===== src/rtl/regblock.sv =====
// Fixed CPU-interface register block: CTRL, STATUS, COUNT, IRQ (W1C), IRQ_EN, SCRATCH.
// Every access is answered exactly one cycle later; there is no stall path.
module regblock (
  input  logic        clk,
  input  logic        rst,
  input  logic        s_cpuif_req,
  input  logic        s_cpuif_req_is_wr,
  input  logic [4:0]  s_cpuif_addr,
  input  logic [31:0] s_cpuif_wr_data,
  input  logic [31:0] s_cpuif_wr_biten,
  output logic        s_cpuif_req_stall_wr,
  output logic        s_cpuif_req_stall_rd,
  output logic        s_cpuif_rd_ack,
  output logic        s_cpuif_rd_err,
  output logic [31:0] s_cpuif_rd_data,
  output logic        s_cpuif_wr_ack,
  output logic        s_cpuif_wr_err,
  input  logic [20:0] hwif_in,
  output logic [16:0] hwif_out
);

  // Handshake: a request is accepted whenever s_cpuif_req=1 and rst=0 (no stall);
  // the matching rd_ack/wr_ack strobes for exactly one cycle on the next cycle,
  // with rd_data/rd_err/wr_err valid only while that strobe is high.

  localparam logic [4:0] ADDR_CTRL    = 5'h00;
  localparam logic [4:0] ADDR_STATUS  = 5'h04;
  localparam logic [4:0] ADDR_COUNT   = 5'h08;
  localparam logic [4:0] ADDR_IRQ     = 5'h0C;
  localparam logic [4:0] ADDR_IRQ_EN  = 5'h10;
  localparam logic [4:0] ADDR_SCRATCH = 5'h14;

  logic        ctrl_en;
  logic [2:0]  ctrl_mode;
  logic [7:0]  count;
  logic [3:0]  irq;
  logic [3:0]  irq_en;
  logic [31:0] scratch;

  logic [15:0] hw_status;
  logic        hw_count_incr;
  logic [3:0]  hw_irq_set;

  assign hw_status     = hwif_in[20:5];
  assign hw_count_incr = hwif_in[4];
  assign hw_irq_set    = hwif_in[3:0];

  logic addr_err;
  logic rd_req;
  logic wr_req;
  logic wr_ok;
  logic rd_ok;

  assign addr_err = (s_cpuif_addr[1:0] != 2'b00) || (s_cpuif_addr >= 5'h18);
  assign rd_req   = s_cpuif_req && !s_cpuif_req_is_wr;
  assign wr_req   = s_cpuif_req && s_cpuif_req_is_wr;
  assign rd_ok    = rd_req && !addr_err;
  assign wr_ok    = wr_req && !addr_err;

  function automatic logic [31:0] rw_merge(input logic [31:0] old_val,
                                           input logic [31:0] data,
                                           input logic [31:0] biten);
    return (old_val & ~biten) | (data & biten);
  endfunction

  logic [31:0] ctrl_merged;
  logic [31:0] count_merged;
  logic [31:0] irq_en_merged;
  logic [31:0] scratch_merged;
  logic [3:0]  irq_clr;
  logic [31:0] rd_mux;

  assign ctrl_merged    = rw_merge({28'b0, ctrl_mode, ctrl_en}, s_cpuif_wr_data, s_cpuif_wr_biten);
  assign count_merged   = rw_merge({24'b0, count}, s_cpuif_wr_data, s_cpuif_wr_biten);
  assign irq_en_merged  = rw_merge({28'b0, irq_en}, s_cpuif_wr_data, s_cpuif_wr_biten);
  assign scratch_merged = rw_merge(scratch, s_cpuif_wr_data, s_cpuif_wr_biten);

  always_comb begin
    irq_clr = 4'b0;
    if (wr_ok && s_cpuif_addr == ADDR_IRQ)
      irq_clr = s_cpuif_wr_data[3:0] & s_cpuif_wr_biten[3:0];
  end

  // STATUS is captured at the same edge that raises rd_ack.
  always_comb begin
    rd_mux = 32'b0;
    case (s_cpuif_addr)
      ADDR_CTRL:    rd_mux = {28'b0, ctrl_mode, ctrl_en};
      ADDR_STATUS:  rd_mux = {16'b0, hw_status};
      ADDR_COUNT:   rd_mux = {24'b0, count};
      ADDR_IRQ:     rd_mux = {28'b0, irq};
      ADDR_IRQ_EN:  rd_mux = {28'b0, irq_en};
      ADDR_SCRATCH: rd_mux = scratch;
      default:      rd_mux = 32'b0;
    endcase
  end

  always_ff @(posedge clk) begin
    if (rst) begin
      ctrl_en         <= 1'b0;
      ctrl_mode       <= 3'b0;
      count           <= 8'b0;
      irq             <= 4'b0;
      irq_en          <= 4'b0;
      scratch         <= 32'b0;
      s_cpuif_rd_ack  <= 1'b0;
      s_cpuif_rd_err  <= 1'b0;
      s_cpuif_rd_data <= 32'b0;
      s_cpuif_wr_ack  <= 1'b0;
      s_cpuif_wr_err  <= 1'b0;
    end else begin
      s_cpuif_rd_ack  <= rd_req;
      s_cpuif_rd_err  <= rd_req && addr_err;
      s_cpuif_rd_data <= rd_ok ? rd_mux : 32'b0;
      s_cpuif_wr_ack  <= wr_req;
      s_cpuif_wr_err  <= wr_req && addr_err;

      if (wr_ok && s_cpuif_addr == ADDR_CTRL) begin
        ctrl_en   <= ctrl_merged[0];
        ctrl_mode <= ctrl_merged[3:1];
      end

      // Software write takes priority over the hardware increment.
      if (wr_ok && s_cpuif_addr == ADDR_COUNT)
        count <= count_merged[7:0];
      else if (hw_count_incr)
        count <= count + 8'd1;

      // Hardware set is OR-ed in after the clear so it wins a collision.
      irq <= (irq & ~irq_clr) | hw_irq_set;

      if (wr_ok && s_cpuif_addr == ADDR_IRQ_EN)
        irq_en <= irq_en_merged[3:0];

      if (wr_ok && s_cpuif_addr == ADDR_SCRATCH)
        scratch <= scratch_merged;
    end
  end

  assign s_cpuif_req_stall_wr = 1'b0;
  assign s_cpuif_req_stall_rd = 1'b0;

  assign hwif_out = {ctrl_en, ctrl_mode, count, irq_en, |(irq & irq_en)};

endmodule


===== config.mk =====
export PLATFORM = sky130hd
export DESIGN_NAME = regblock
export DESIGN_NICKNAME = d
export VERILOG_FILES = /design/src/rtl/regblock.sv
export SDC_FILE = /design/constraint.sdc
export NUM_CORES = 1
export LEC_CHECK = 0
export CAP_MARGIN = 20
export CORE_ASPECT_RATIO = 1.2
export CORE_UTILIZATION = 43
export CTS_CLUSTER_SIZE = 24
export DETAILED_ROUTE_END_ITERATION = 10
export PLACE_DENSITY = 0.84
export SLEW_MARGIN = 20
export SYNTH_ARGS = -nofsm -noshare
export SYNTH_HDL_FRONTEND = slang
export SYNTH_SLANG_ARGS = --single-unit
export TNS_END_PERCENT = 30

===== constraint.sdc =====
create_clock -name clk -period 1.9 [get_ports clk]
set_input_delay 0.285 -clock clk [delete_from_list [all_inputs] [get_ports clk]]
set_output_delay 0.285 -clock clk [all_outputs]
set_load 0.1 [all_outputs]

# Word-level counts from Yosys, hierarchy flattened

Cells that the tools add are included.

Equality and inequality tests: 5
Divide/modulo/power cells: 0
$lt $le $gt $ge: 1
Add/sub/neg operators: 1
Shift operators: 0
Bitwise logic cells: 16
Reductions and logical operators: 19
Multipliers: 0
Muxes and demuxes: 4

Operators with widths:

| operator              | count |
|---|---|
| $pmux W32 S6          | 1 |
| $and A32 B32 Y32      | 2 |
| $not A32 Y32          | 1 |
| $or A32 B32 Y32       | 1 |
| $and A4 B4 Y4         | 5 |
| $mux W8               | 2 |
| $or A4 B4 Y4          | 3 |
| $logic_and A1 B1 Y1   | 11 |
| $eq A5 B4 Y1 const B  | 2 |
| $eq A5 B5 Y1 const B  | 2 |
| $add A8 B1 Y8 const B | 1 |
| $and A8 B8 Y8         | 1 |
| $or A8 B8 Y8          | 1 |
| $eq A5 B3 Y1 const B  | 1 |
| $ge A5 B5 Y1 const B  | 1 |
| $logic_not A5 Y1      | 1 |
| $mux W4               | 1 |
| $not A4 Y4            | 1 |
| $reduce_bool A2 Y1    | 2 |
| $reduce_or A4 Y1      | 1 |
| $logic_not A1 Y1      | 2 |
| $reduce_or A2 Y1      | 1 |
| $logic_or A1 B1 Y1    | 1 |
| $not A1 Y1            | 1 |

Bits in writable memories: 0
Word-level logic and storage cells: 57
Latch bits: 0
Memories kept: 0
Memory bits (read-only): 0
Output and inout bits: 55
Bits in registers: 88

# Logic depth before layout (Yosys ltp)

Gate-level depths: netlist of run 1.

Depth in word-level cells: 9
Depth in mapped cells: 7

# Worst setup path after synthesis of run 1

Ideal clock, no wire load.

Path type: register to register
Start point: register (tool-made name)
End point: register (tool-made name)
Required time: 1788 ps
Data arrival time: 2107 ps
Stages on the path, launching flop included: 6
Library setup time: 112 ps
Path slack: -319 ps
Path through: dfxtp_1 -> clkbuf_1 -> nand4_1 -> a211oi_1 -> nor3_1 -> a2111oi_1

# Final worst setup path of run 1

Start point: input port s_cpuif_addr[1]
End point: register s_cpuif_rd_data[4]

Cells in the longest elaborated chain, start to end: 6
Elaborated cells on any way between the ends: 14
Those cells by class: order compare (1); eq/ne (5); mux (1); bitwise (1); reduce/logical (6)

RTL lines:

| item                                               | RTL line | text |
|---|---|---|
| from (decl)                                        | 8        | `input logic [4:0] s_cpuif_addr,` |
| $ge A5 B5 Y1 or $reduce_bool A2 Y1 (tied branches) | 54       | `assign addr_err = (s_cpuif_addr[1:0] != 2'b00) \|\| (s_cpuif_addr >= 5'h18);` |
| $logic_or A1 B1 Y1                                 | 54       |  |
| $logic_not A1 Y1                                   | 57       | `assign rd_ok = rd_req && !addr_err;` |
| $logic_and A1 B1 Y1                                | 57       |  |
| $not A1 Y1 (no source line)                        | --       |  |
| $reduce_or A2 Y1 (no source line)                  | --       |  |
| to (signal assigned)                               | 114      | `s_cpuif_rd_data <= rd_ok ? rd_mux : 32'b0;` |
| to (decl)                                          | 15       | `output logic [31:0] s_cpuif_rd_data,` |

Parallel ways exist; a longest one is shown, timed or not.
A chain may end at the register's enable or synchronous reset.

==> results of run 1 <==
-- layout make-up --
class,instances,area (µm²)
timing repair buffer,182,1660
tap,114,143
multi-input combinational,268,1790
sequential,88,1770
inverter,8,30.0
clock buffer,10,128
fill,664,2630
clock inverter,6,50.0
-- layer usage --
layer  global-route usage [%]  share of wire (%)  wire (µm)
met1                     26.9                 39       4100
met4                     10.8                2.3        237
met3                     6.51                8.2        851
met2                     41.2                 50       5250
met5                        0                  0          0
-- power groups by stage --
stage	registers (µW)	clock network, µW	logic, µW
floorplan	1970	0	135
global placement	1920	0	478
detailed placement	1920	0	482
CTS	1870	1220	484
finish	1870	1200	485
global route	1880	1310	512
-- placed cells by master (no fill, tap or decap), drive strengths merged, types with 12 or more instances in the layout --
cell           synthesis  routed
dfxtp                 88      88
nand3                 49      49
buf                   10      90
and2                  17      17
a22oi                 14      14
nor2                  57      57
clkdlybuf4s50          0      92
mux2                  12      12
mux2i                 48      48
-- metrics by stage --
stage	hold slack, ns	setup TNS (ns)
detailed placement	0.441	-4.62
floorplan	0.403	-0.0319
global route	0.242	0
global placement	0.438	-2.82
finish	0.237	0
CTS	0.224	0
-- Yosys cell counts, types with 2 or more instances --
cell / count
sky130_fd_sc_hd__nor3b_1: 2
sky130_fd_sc_hd__nor2_1: 54
sky130_fd_sc_hd__o21ai_0: 6
sky130_fd_sc_hd__or3_1: 2
sky130_fd_sc_hd__mux2i_1: 48
sky130_fd_sc_hd__a21oi_1: 11
sky130_fd_sc_hd__and3b_1: 2
sky130_fd_sc_hd__nor2_2: 2
sky130_fd_sc_hd__nand4_1: 5
sky130_fd_sc_hd__nor2b_1: 2
sky130_fd_sc_hd__a22oi_1: 14
sky130_fd_sc_hd__nor4b_2: 2
sky130_fd_sc_hd__and2_1: 17
sky130_fd_sc_hd__buf_2: 3
sky130_fd_sc_hd__mux2_2: 12
sky130_fd_sc_hd__o22a_1: 2
sky130_fd_sc_hd__nand3_1: 48
sky130_fd_sc_hd__a211oi_1: 6
sky130_fd_sc_hd__nor3_1: 3
sky130_fd_sc_hd__nand2_1: 9
sky130_fd_sc_hd__buf_4: 3
sky130_fd_sc_hd__a31oi_1: 4
sky130_fd_sc_hd__dfxtp_1: 88
sky130_fd_sc_hd__inv_1: 8
sky130_fd_sc_hd__buf_1: 3
sky130_fd_sc_hd__clkbuf_1: 15
sky130_fd_sc_hd__o221ai_1: 2
-- final timing paths --
path                         endpoint  slack (ns)  depth (start not counted)
setup / recovery   s_cpuif_rd_data[4]        0.19                          7
hold / removal         s_cpuif_rd_ack        0.24                          3
setup reg to reg             register        0.41                          4
hold reg to reg   s_cpuif_rd_data[30]        0.46                          1
-- kinds of logic after synthesis --
kind of cell	count (synthesis)
flip-flops	88
buffers and inverters	33
AO/OA/AOI/OAI	49
adder cells (fa/ha/maj)	1
AND/OR/NAND/NOR	156
other	1
multiplexers	60
-- worst register-to-register path, stage by stage, from the launching register on --
cell	delay, ns
sky130_fd_sc_hd__dfxtp_2	0.42
sky130_fd_sc_hd__nand4_1	0.16
sky130_fd_sc_hd__a211oi_1	0.34
sky130_fd_sc_hd__nor3_1	0.09
sky130_fd_sc_hd__a2111oi_1	0.35
==> results.md, run 1 <==
Synthesis:
- The number of warnings reported in the yosys synthesis log is 0.
- Of all flip-flops after synthesis, the portion carrying an async set or reset was 0%.
- Of the post-synthesis cell area, the part taken by muxes is between 10% and 20%.
- Sequential cells were found to cover 47.8% of the synthesized design area.
- Counting every instance in the synthesized netlist gives 388.
- The synthesized netlist devotes 21.8% of its cell area to simple gates.
- After synthesis, the netlist uses 42 different library cells.
- Yosys attributes the largest share of cell area to sky130_fd_sc_hd__dfxtp_1 (48%), sky130_fd_sc_hd__mux2i_1 (13%), sky130_fd_sc_hd__nand3_1 (6.5%).
- In this run, synthesis inferred 0 flip-flops with an integrated enable.
- Summing the areas of all fa, ha and maj instances in the mapped netlist gives less than 1% of the synthesized area.
- The netlist area before placement is 3690 µm².
- Of all cell types, the one taking the most synthesized area is sky130_fd_sc_hd__dfxtp_1.
- The synthesized design contains 88 register bits.
- The XOR/XNOR share of the synthesized area is 0%.
- The compound-gate portion of the synthesized area is 9.27%.
- The most frequently used flop master after synthesis is sky130_fd_sc_hd__dfxtp_1.
- Summed over its instances, the top area cell type makes up 47.8% of the synthesized netlist area.
- After synthesis, the mean cell area works out to 9.50 µm².
- The largest family of logic cells by synthesized area is simple AND/OR/NAND/NOR gates.

Placed design:
- The placed cell area is 5390 µm².
- The setup slack at placement is -0.211 ns.
- The port buffer count is 146.
- In this run, placement finished with an instance count of 660.
- Summed over all nets, the half-perimeter wirelength after detailed placement is around 7700 µm.
- The global placer's final weighted congestion is 0.810.

Global routing:
- The first global-routing pass estimated 16100 µm of wire.
- The number of antenna violations at the first check in global routing was 0.
- The via count of the first global-routing pass is 3480.
- The largest net degree at the start of global routing is 55.
- Summed over all layers, the global routing overflow is 0.
- Global routing consumed, over all layers together, around a quarter of the routing resources.

CTS:
- The number of clock buffers added by TritonCTS is 9.
- The number of gates given a new drive strength after cts is 0.
- The worst-skew pair later-pin latency is 0.37 ns.
- TritonCTS built the clock tree.
- The tree is rooted in a sky130_fd_sc_hd__clkbuf_8.
- The clock net in this run drives a total of a little under 90 sinks.
- The number of hold buffers added after CTS is 0.
- The number of setup buffers added after CTS is 0.
- The deepest clock path buffer count is 2.
- The clock input transition at the sequential cells of the worst setup and hold paths is 0.08 ns.
- The H-tree was split into 3 levels.

STA:
- The setup clock skew after layout is 0.00737 ns.
- The worst path in the final design needs a cycle of 1.71 ns, including I/O delays and setup.
- Across all setup checks in the final design, the least slack found is 0.188 ns.
- The count of endpoints failing hold in the final timing report is 0.
- The portion of the clock cycle consumed by the worst path in the final layout is around 90%.
- Derived from the worst setup path, the maximum achievable clock frequency is 0.584 GHz.
- Setup repair after global routing left no endpoint under its margin.
- The final setup violation count is 0.
- The normalized max-slew margin is 59.6%.
- The actual slew at the worst max-slew pin is approximately 0.61 ns.
- The number of slew-limit violations in the final report is 0.

Cells and area:
- In the final layout, the share of cells above drive strength 1 is 23.5%.
- The final net count is 652.
- For this run, the share of the core covered by cells in the final layout is 67.9%.
- The signed area change from the synthesized netlist to the final layout is 51.1%.
- After routing the design area is 5570 µm².
- After the flow finishes, the layout carries non-filler instances totaling 676.
- 0 antenna diodes ended up in the layout.

Drt:
- For this run, design rule violations remaining after detail routing come to 0.
- The aggregate routed wire length is about 10000 µm.
- The via total after detailed routing is 3517.
- In the routed layout, each cell is associated on average with a via count of about 5.2.
- The post-route antenna net violation count is 0.
- The starting DRC count in detailed routing is ~240.
- After detailed routing, the average wire length per cell comes to 15.4 µm.
- The total iterations of the first detailed-routing run is 5.

Worst setup path:
- The number of buffer and inverter stages on the critical path is 3.
- The maximum fanout encountered on the critical timing path is 6.
- The cell with the most instances on the worst path is sky130_fd_sc_hd__buf_4.
- The timing startpoint of the critical path is s_cpuif_addr[1].
- The nature of the critical path startpoint is a primary input.
- The dominant delay contributor by cell family on the critical path is simple AND/OR/NAND/NOR gates.
- The critical path data required time is roughly 2.2 ns.
- The critical path goes through clkdlybuf4s50_1, or4b_1, buf_4, nor2_2, buf_4, a22oi_1, nor2_1.
- STA classifies the critical path endpoint as a register.
- Data arrives at the worst endpoint at 2.01 ns.
- The largest single stage delay on the critical path is 0.53 ns.
- On the critical path, the stage with the largest delay is an instance of sky130_fd_sc_hd__or4b_1.
- The worst setup path is of the primary input to register kind.

Power:
- The part of the power in combinational logic is 13.6%.
- In this run the power spent charging and discharging nets is 949 µW.
- Total power for the finished layout comes to 3560 µW.
- Cell internal power was estimated by the tool at 2610 µW.
- Of the total power, the share spent switching nets is 26.7%.
- The power share of the sequential group is 52.7%.
- VDD sags by at most about 450 µV.
- Of the total power, the clock network draws 33.6%.
- Summed over all cells, the static leakage comes to 0.00248 µW.
- In this run the power density over the cells is approximately 640 nW/µm².

Min path:
- The launch point of the worst hold path is rst.
- The path class of the tightest hold or removal check is primary input to register.

Floorplanning:
- The number of rows in the core area is 36.
- After floorplanning, the core was sized to cover 8200 µm².
- The overall die area is roughly 8900 µm².
- From left edge to right edge, the die measures 86.5 µm.
- The initial core utilization is 45.0%.
- 149 I/O pins were placed.
- The die height is 103 µm.

Run:
- The number of max-cap violations is 0.

Outcome:
- The flow ran to the end, and the final reports show no timing, DRC or antenna violations.
Power figures use the tool's default switching activity.
==> run 2, diff against run 1 <==
- CORE_MARGIN: default -> 2
==> run 2 against run 1 <==
Against the previous run:
- combinational power is essentially flat
- count of clock-buffer cells in the layout shrank 1
- core utilization shrank 2.3 points
- wire length grew 4.7%
- power grew 3.7%
- clock power grew 11%
- maximum frequency shrank 5.0%
- non-clock buffer count shrank 3
- sequential share of layout area is essentially flat
- cell count is the same
- register-to-register slack lost 0.04 ns
- critical path type unchanged
==> results.md, run 2 (same netlist as run 1, synthesis figures left out) <==
Drt:
- The aggregate routed wire length is 10900 µm.
- The starting DRC count in detailed routing is 196.
- Using the TritonRoute via totals, the vias-per-cell ratio works out to 5.25.
- In this run the remaining antenna-violating nets after routing total 0.
- For this run, design rule violations remaining after detail routing come to 0.
- The via total after detailed routing is about 3.5k.
- The average wire per standard cell is 16.2 µm.
- For this run, the detailed router's first-pass iteration total came to 5.

Power:
- The static leakage is 0.00247 µW.
- IR analysis of the VDD net gives a maximum drop of 411 µV.
- In this run the power density over the cells is 663 nW/µm².

CTS:
- The root buffer cell is sky130_fd_sc_hd__clkbuf_8.
- The clock input transition at the sequential cells of the worst setup and hold paths is 0.09 ns.
- CTS built an H-tree with a depth of 3.
- The later pin in the worst-skew pair is clocked with a latency of between 0.3 and 0.4 ns.
- The number of hold buffers added after CTS was 0.
- Counting every sink on the clock net gives 88.
- TritonCTS built the clock tree.
- The number of setup buffers added after CTS is 0.
- In this run the deepest clock path goes through 2 buffers.
- Gates resized during post-CTS repair numbered 0.
- The number of clock buffers added by TritonCTS is 9.

Placed design:
- The port buffer count is ~150.
- Routability-driven placement finished with a final weighted congestion of 0.834.
- The detailed placer's ending HPWL is 7920 µm.

STA:
- The setup clock skew after layout is roughly 0.012 ns.
- Setup violations remaining at the end of the flow were counted as 0.
- For the final routed database, the setup TNS stands at 0 ns.
- The maximum operating frequency is 0.555 GHz.
- The portion of the clock cycle consumed by the worst path in the final layout is approximately 95%.
- The worst path in the final design needs a cycle of roughly 1.8 ns, including I/O delays and setup.
- The count of endpoints failing hold in the final timing report is 0.
- The number of slew-limit violations in the final report is 0.
- The normalized max-slew margin is around 60%.
- Setup repair after global routing left no endpoint under its margin.
- The actual slew at the worst max-slew pin is 0.598 ns.

Worst setup path:
- The arrival time at the worst endpoint is 2.05 ns.
- The critical path data required time is 2.15 ns.
- STA classifies the critical path endpoint as a register.
- In this design, the stage delay of the slowest critical-path cell is 0.50 ns.
- The nature of the critical path startpoint is a primary input.
- The critical path contains buffers and inverters numbering 2 combined.
- Broken down by cell family, the worst path's largest delay share belongs to buffers and inverters.
- Traced cell by cell, the critical path runs through clkdlybuf4s50_1, or4b_1, buf_4, nor2_8, a211oi_1, a2111oi_2.
- The maximum fanout encountered on the critical timing path is 6.
- The critical path in this run is classified as primary input to register.
- The cell with the largest stage delay on the worst path is sky130_fd_sc_hd__clkdlybuf4s50_1.

Cells and area:
- For this run, the post-layout net count is 649.
- From synthesis to final layout, the design area changed by 50.9%.
- In the layout the commonest cells are sky130_fd_sc_hd__clkdlybuf4s50_1 (92), sky130_fd_sc_hd__dfxtp_1 (82), sky130_fd_sc_hd__buf_4 (82).
- At the end of the flow the core is filled with cells to 65.6%.
- The antenna diode instance count is 0.
- The share of layout cells above drive strength 1 is 23.3%.
- The most common library cell in the layout ignoring fill and taps is sky130_fd_sc_hd__clkdlybuf4s50_1.
- The fill cell total of the finished layout is 685.

Floorplanning:
- The placeable core area is 8470 µm².
- The floorplan has 37 rows.
- The I/O pin count is about 150.
- The floorplan die width is 88.5 µm.
- The die height is 105 µm.
- The initial core utilization is 43.5%.
- The overall die area is 9330 µm².

Global routing:
- The global-route wire length before repair is 16600 µm.
- The number of antenna violations at the first check in global routing is 0.
- Global routing finished with a remaining overflow of 0.
- Global routing used 22.9% of the available tracks across all layers.
- The via count of the first global-routing pass is 3519.
- The largest net degree at the start of global routing is 55.

Min path:
- The min-delay analysis places its worst path in the category primary input to register.

Outcome:
- The flow ran to the end, and the final reports show no timing, DRC or antenna violations.

Run:
- The number of max-cap violations is 0.
-- run 2: changes by cell type in the layout (fill, tap and decap cells not counted) --
| cell | previous run | this run |
|---|---|---|
| sky130_fd_sc_hd__buf_4 | 84 | 82 |
| sky130_fd_sc_hd__buf_12 | 5 | 4 |
| sky130_fd_sc_hd__bufinv_16 | 0 | 1 |
| sky130_fd_sc_hd__clkbuf_1 | 1 | 0 |
| sky130_fd_sc_hd__clkinv_2 | 0 | 1 |
| sky130_fd_sc_hd__clkinvlp_4 | 2 | 1 |
| sky130_fd_sc_hd__o21ai_0 | 6 | 5 |
| sky130_fd_sc_hd__o21ai_1 | 0 | 1 |
-- run 2: where the power goes --
part	internal, µW	switching, µW	leakage, µW
registers	1860	15.7	0.000714
clock network	622	707	0.000101
logic	255	230	0.00166
-- run 2: cell type report --
cell class | count | area [µm²] | area share [%]
clock buffers | 9 | 124 | 2.23
clock inverters | 7 | 77.6 | 1.39
inverters | 8 | 30.0 | 0.540
multi-input cells | 268 | 1790 | 32.2
flip-flops and latches | 88 | 1770 | 31.8
well taps | 117 | 146 | 2.63
repair buffers | 179 | 1620 | 29.2
-- run 2: routing by layer --
metal	share of wire (%)	global-route usage [%]	up-vias
met5	0	0	-
met4	2.9	10.4	0
met3	5.4	3.37	28
met2	51	38.8	138
met1	41	28.2	1678
li1	-	-	1702
-- run 2: tightest hold or removal path, cell delays in order --
cell and delay (ns):
sky130_fd_sc_hd__buf_2 0.10, sky130_fd_sc_hd__nor3b_1 0.05, sky130_fd_sc_hd__buf_4 0.14
-- run 2: worst paths after layout --
check / to / depth (start not counted) / startpoint / slack (ns)
worst max-delay path: register / 6 / s_cpuif_addr[3] / 0.1
worst min register to register: s_cpuif_rd_data[16] / 1 / register / 0.46
worst max register to register: register / 4 / register / 0.37
worst min-delay path: s_cpuif_rd_ack / 3 / rst / 0.25
-- run 2: metrics by stage --
stage	setup WS [ns]	power, µW	cell area [µm²]	hold WS, ns	instances
CTS	0.102	3700	5560	0.241	676
global placement	-0.158	2390	5360	0.434	660
detailed placement	-0.260	2400	5360	0.444	660
finish	0.0987	3690	5560	0.253	676
global route	0.0119	3800	5560	0.244	676
floorplan	-0.0206	2100	3700	0.403	389
==> run 3, diff against run 2 <==
- CTS_CLUSTER_DIAMETER: default -> 100
- SETUP_SLACK_MARGIN: default -> 0.3
==> run 3 against run 2 <==
Against the previous run:
- sequential share of layout area down 0.37 points
- via count down 0.56%
- worst hold slack worse by 0.00073 ns
- power fell by 3.7%
- clock skew shrank 0.0064 ns
- first-iteration DRC count fell by 18%
- combinational power increased by 3%
- maximum frequency up 15%
- largest power group unchanged
==> results.md, run 3 (same netlist as run 1, synthesis figures left out) <==
Drt:
- In the final routed layout, each cell accounts on average for 15.8 µm.
- After detailed routing, the number of remaining DRC violations is 0.
- The total iterations of the first detailed-routing run is 4.
- The via total after detailed routing is 3526.
- The starting DRC count in detailed routing is 160.
- The routed via count divided by cell count is 5.19.
- The aggregate routed wire length is approximately 11000 µm.
- Once detail routing completed, the nets flagged for antenna violations numbered 0.

Run:
- The tool flagged a number of max-cap violations equal to 0.

CTS:
- The number of clock buffers added by TritonCTS is 9.
- The CTS tree is built.
- The clock tree synthesis step divided the H-tree into 3 levels.
- The clock input transition at the sequential cells of the worst setup and hold paths is 0.09 ns.
- The deepest clock path buffer count is 2.
- Clock tree synthesis found a total of 88 sinks.
- At the later pin of the worst-skew pair, clock insertion delay measures 0.36 ns.
- The number of hold buffers added after CTS is 0.
- The tree is rooted in a sky130_fd_sc_hd__clkbuf_8.

Global routing:
- The via count of the first global-routing pass is 3475.
- The residual overflow from global routing is 0.
- Global routing consumed, over all layers together, 22.5% of the routing resources.
- Entering global routing, the biggest net connects 55 pins.
- The global-route wire length before repair is roughly 16000 µm.
- The number of antenna violations at the first check in global routing came to 0.

STA:
- The number of slew-limit violations in the final report is 0.
- Setup repair after global routing could not meet its margin everywhere.
- In the finished design, the share of the clock period the worst path needs comes to 82.2%.
- Clock skew on the completed layout was measured at 0.00512 ns.
- The actual slew at the worst max-slew pin is 0.583 ns.
- The least setup slack across all paths after layout is 0.337 ns.
- Setup violations remaining at the end of the flow were counted as 0.
- Measured against its own limit, the worst slew margin works out to about three fifths.
- The post-route minimum period is around 1.6 ns.
- The maximum operating frequency is 0.640 GHz.
- The count of endpoints failing hold in the final timing report is 0.

Floorplanning:
- The placeable core area is 8470 µm².
- The floorplan die width is 88.5 µm.
- The die height is between 100 and 150 µm.
- The initial core utilization is 43.5%.
- The I/O pin count is between 100 and 150.
- The overall die area is 9330 µm².
- In this run the core area contains 37 standard-cell rows.

Cells and area:
- The signed area change from the synthesized netlist to the final layout is 53.4%.
- The end-of-flow core utilization is 66.7%.
- The most common library cell in the layout ignoring fill and taps is sky130_fd_sc_hd__clkdlybuf4s50_1.
- 0 antenna diodes ended up in the layout.
- The fill cell total of the finished layout is around 700.
- The top cell types in the final layout, fill and taps aside, are sky130_fd_sc_hd__clkdlybuf4s50_1 (87), sky130_fd_sc_hd__buf_4 (83), sky130_fd_sc_hd__dfxtp_1 (77).
- The share of layout cells above drive strength 1 is a little over a quarter.
- The final net count is 653.

Placed design:
- At the end of routability-driven placement, the weighted congestion stood at 0.920.
- Before CTS, the worst setup slack after placement is -0.217 ns.
- The detailed placer's ending HPWL is 7880 µm.
- During placement, the flow inserted port buffers numbering 146.

Power:
- The worst supply voltage drop on vdd is 505 µV.
- The static leakage is between 0.002 and 0.003 µW.
- In this run the power density over the cells is 628 nW/µm².

Worst setup path:
- The arrival time at the worst endpoint is 1.84 ns.
- The critical path data required time is 2.18 ns.
- The worst setup path is launched from a primary input.
- The critical path capture point type is a register.
- The maximum fanout encountered on the critical timing path is 5.
- The critical path is of the primary input to register type.

Min path:
- The tightest min-delay check is of the primary input to register type.

Outcome:
- The run finished with clean final reports.
[run 3: final cells by class]
| type | count | area (µm²) | area share (%) |
|---|---|---|---|
| Multi-Input combinational cell | 268 | 1850 | 32.6 |
| Sequential cell | 88 | 1780 | 31.4 |
| Timing Repair Buffer | 183 | 1680 | 29.7 |
| Tap cell | 117 | 146 | 2.59 |
| Clock buffer | 9 | 124 | 2.19 |
| Clock inverter | 7 | 53.8 | 0.952 |
| Inverter | 8 | 30.0 | 0.531 |
[run 3: power by group]
group          internal (µW)  switching [µW]
clock network            489             691
logic                    262             238
registers               1860            16.1
[run 3: routing by layer]
layer  GRT usage [%]  vias up  part of all wire, %
met5               0        -                    0
met4            8.12        0                  1.5
met3            3.76       16                  6.8
met2            39.4      139                   51
met1            27.2     1657                   40
li1                -     1714                    -
[run 3: worst paths after layout]
kind                startpoint                  end  slack [ns]  depth (start not counted)
max reg2reg           register             register        0.48                          4
max          s_cpuif_req_is_wr             register        0.34                          7
min reg2reg           register  s_cpuif_rd_data[18]        0.45                          1
min                        rst       s_cpuif_rd_ack        0.25                          3
[run 3: worst max-delay path: stages]
cell and delay, ns:
sky130_fd_sc_hd__clkdlybuf4s50_1 0.49, sky130_fd_sc_hd__buf_4 0.19, sky130_fd_sc_hd__nand3b_1 0.13, sky130_fd_sc_hd__buf_4 0.15, sky130_fd_sc_hd__o211ai_4 0.10, sky130_fd_sc_hd__or3_1 0.32, sky130_fd_sc_hd__a31oi_1 0.17
[run 3: what timing repair did]
item                       4_1_cts  5_1_grt
buffers inserted                 1        2
cloned                           0        0
setup endpoints to repair       37       61
pin swaps                        6        5
resized for setup               15        8
[run 3: per-stage QoR]
stage	total power (µW)	hold WS, ns	cell area [µm²]	instances	setup TNS [ns]
3_3_place_gp	2400	0.435	5400	661	-4.67
6_report	3550	0.252	5650	680	0
4_1_cts	3580	0.241	5620	678	0
3_5_place_dp	2400	0.441	5400	661	-6.43
2_1_floorplan	2100	0.403	3720	389	0
5_1_grt	3670	0.266	5650	680	0
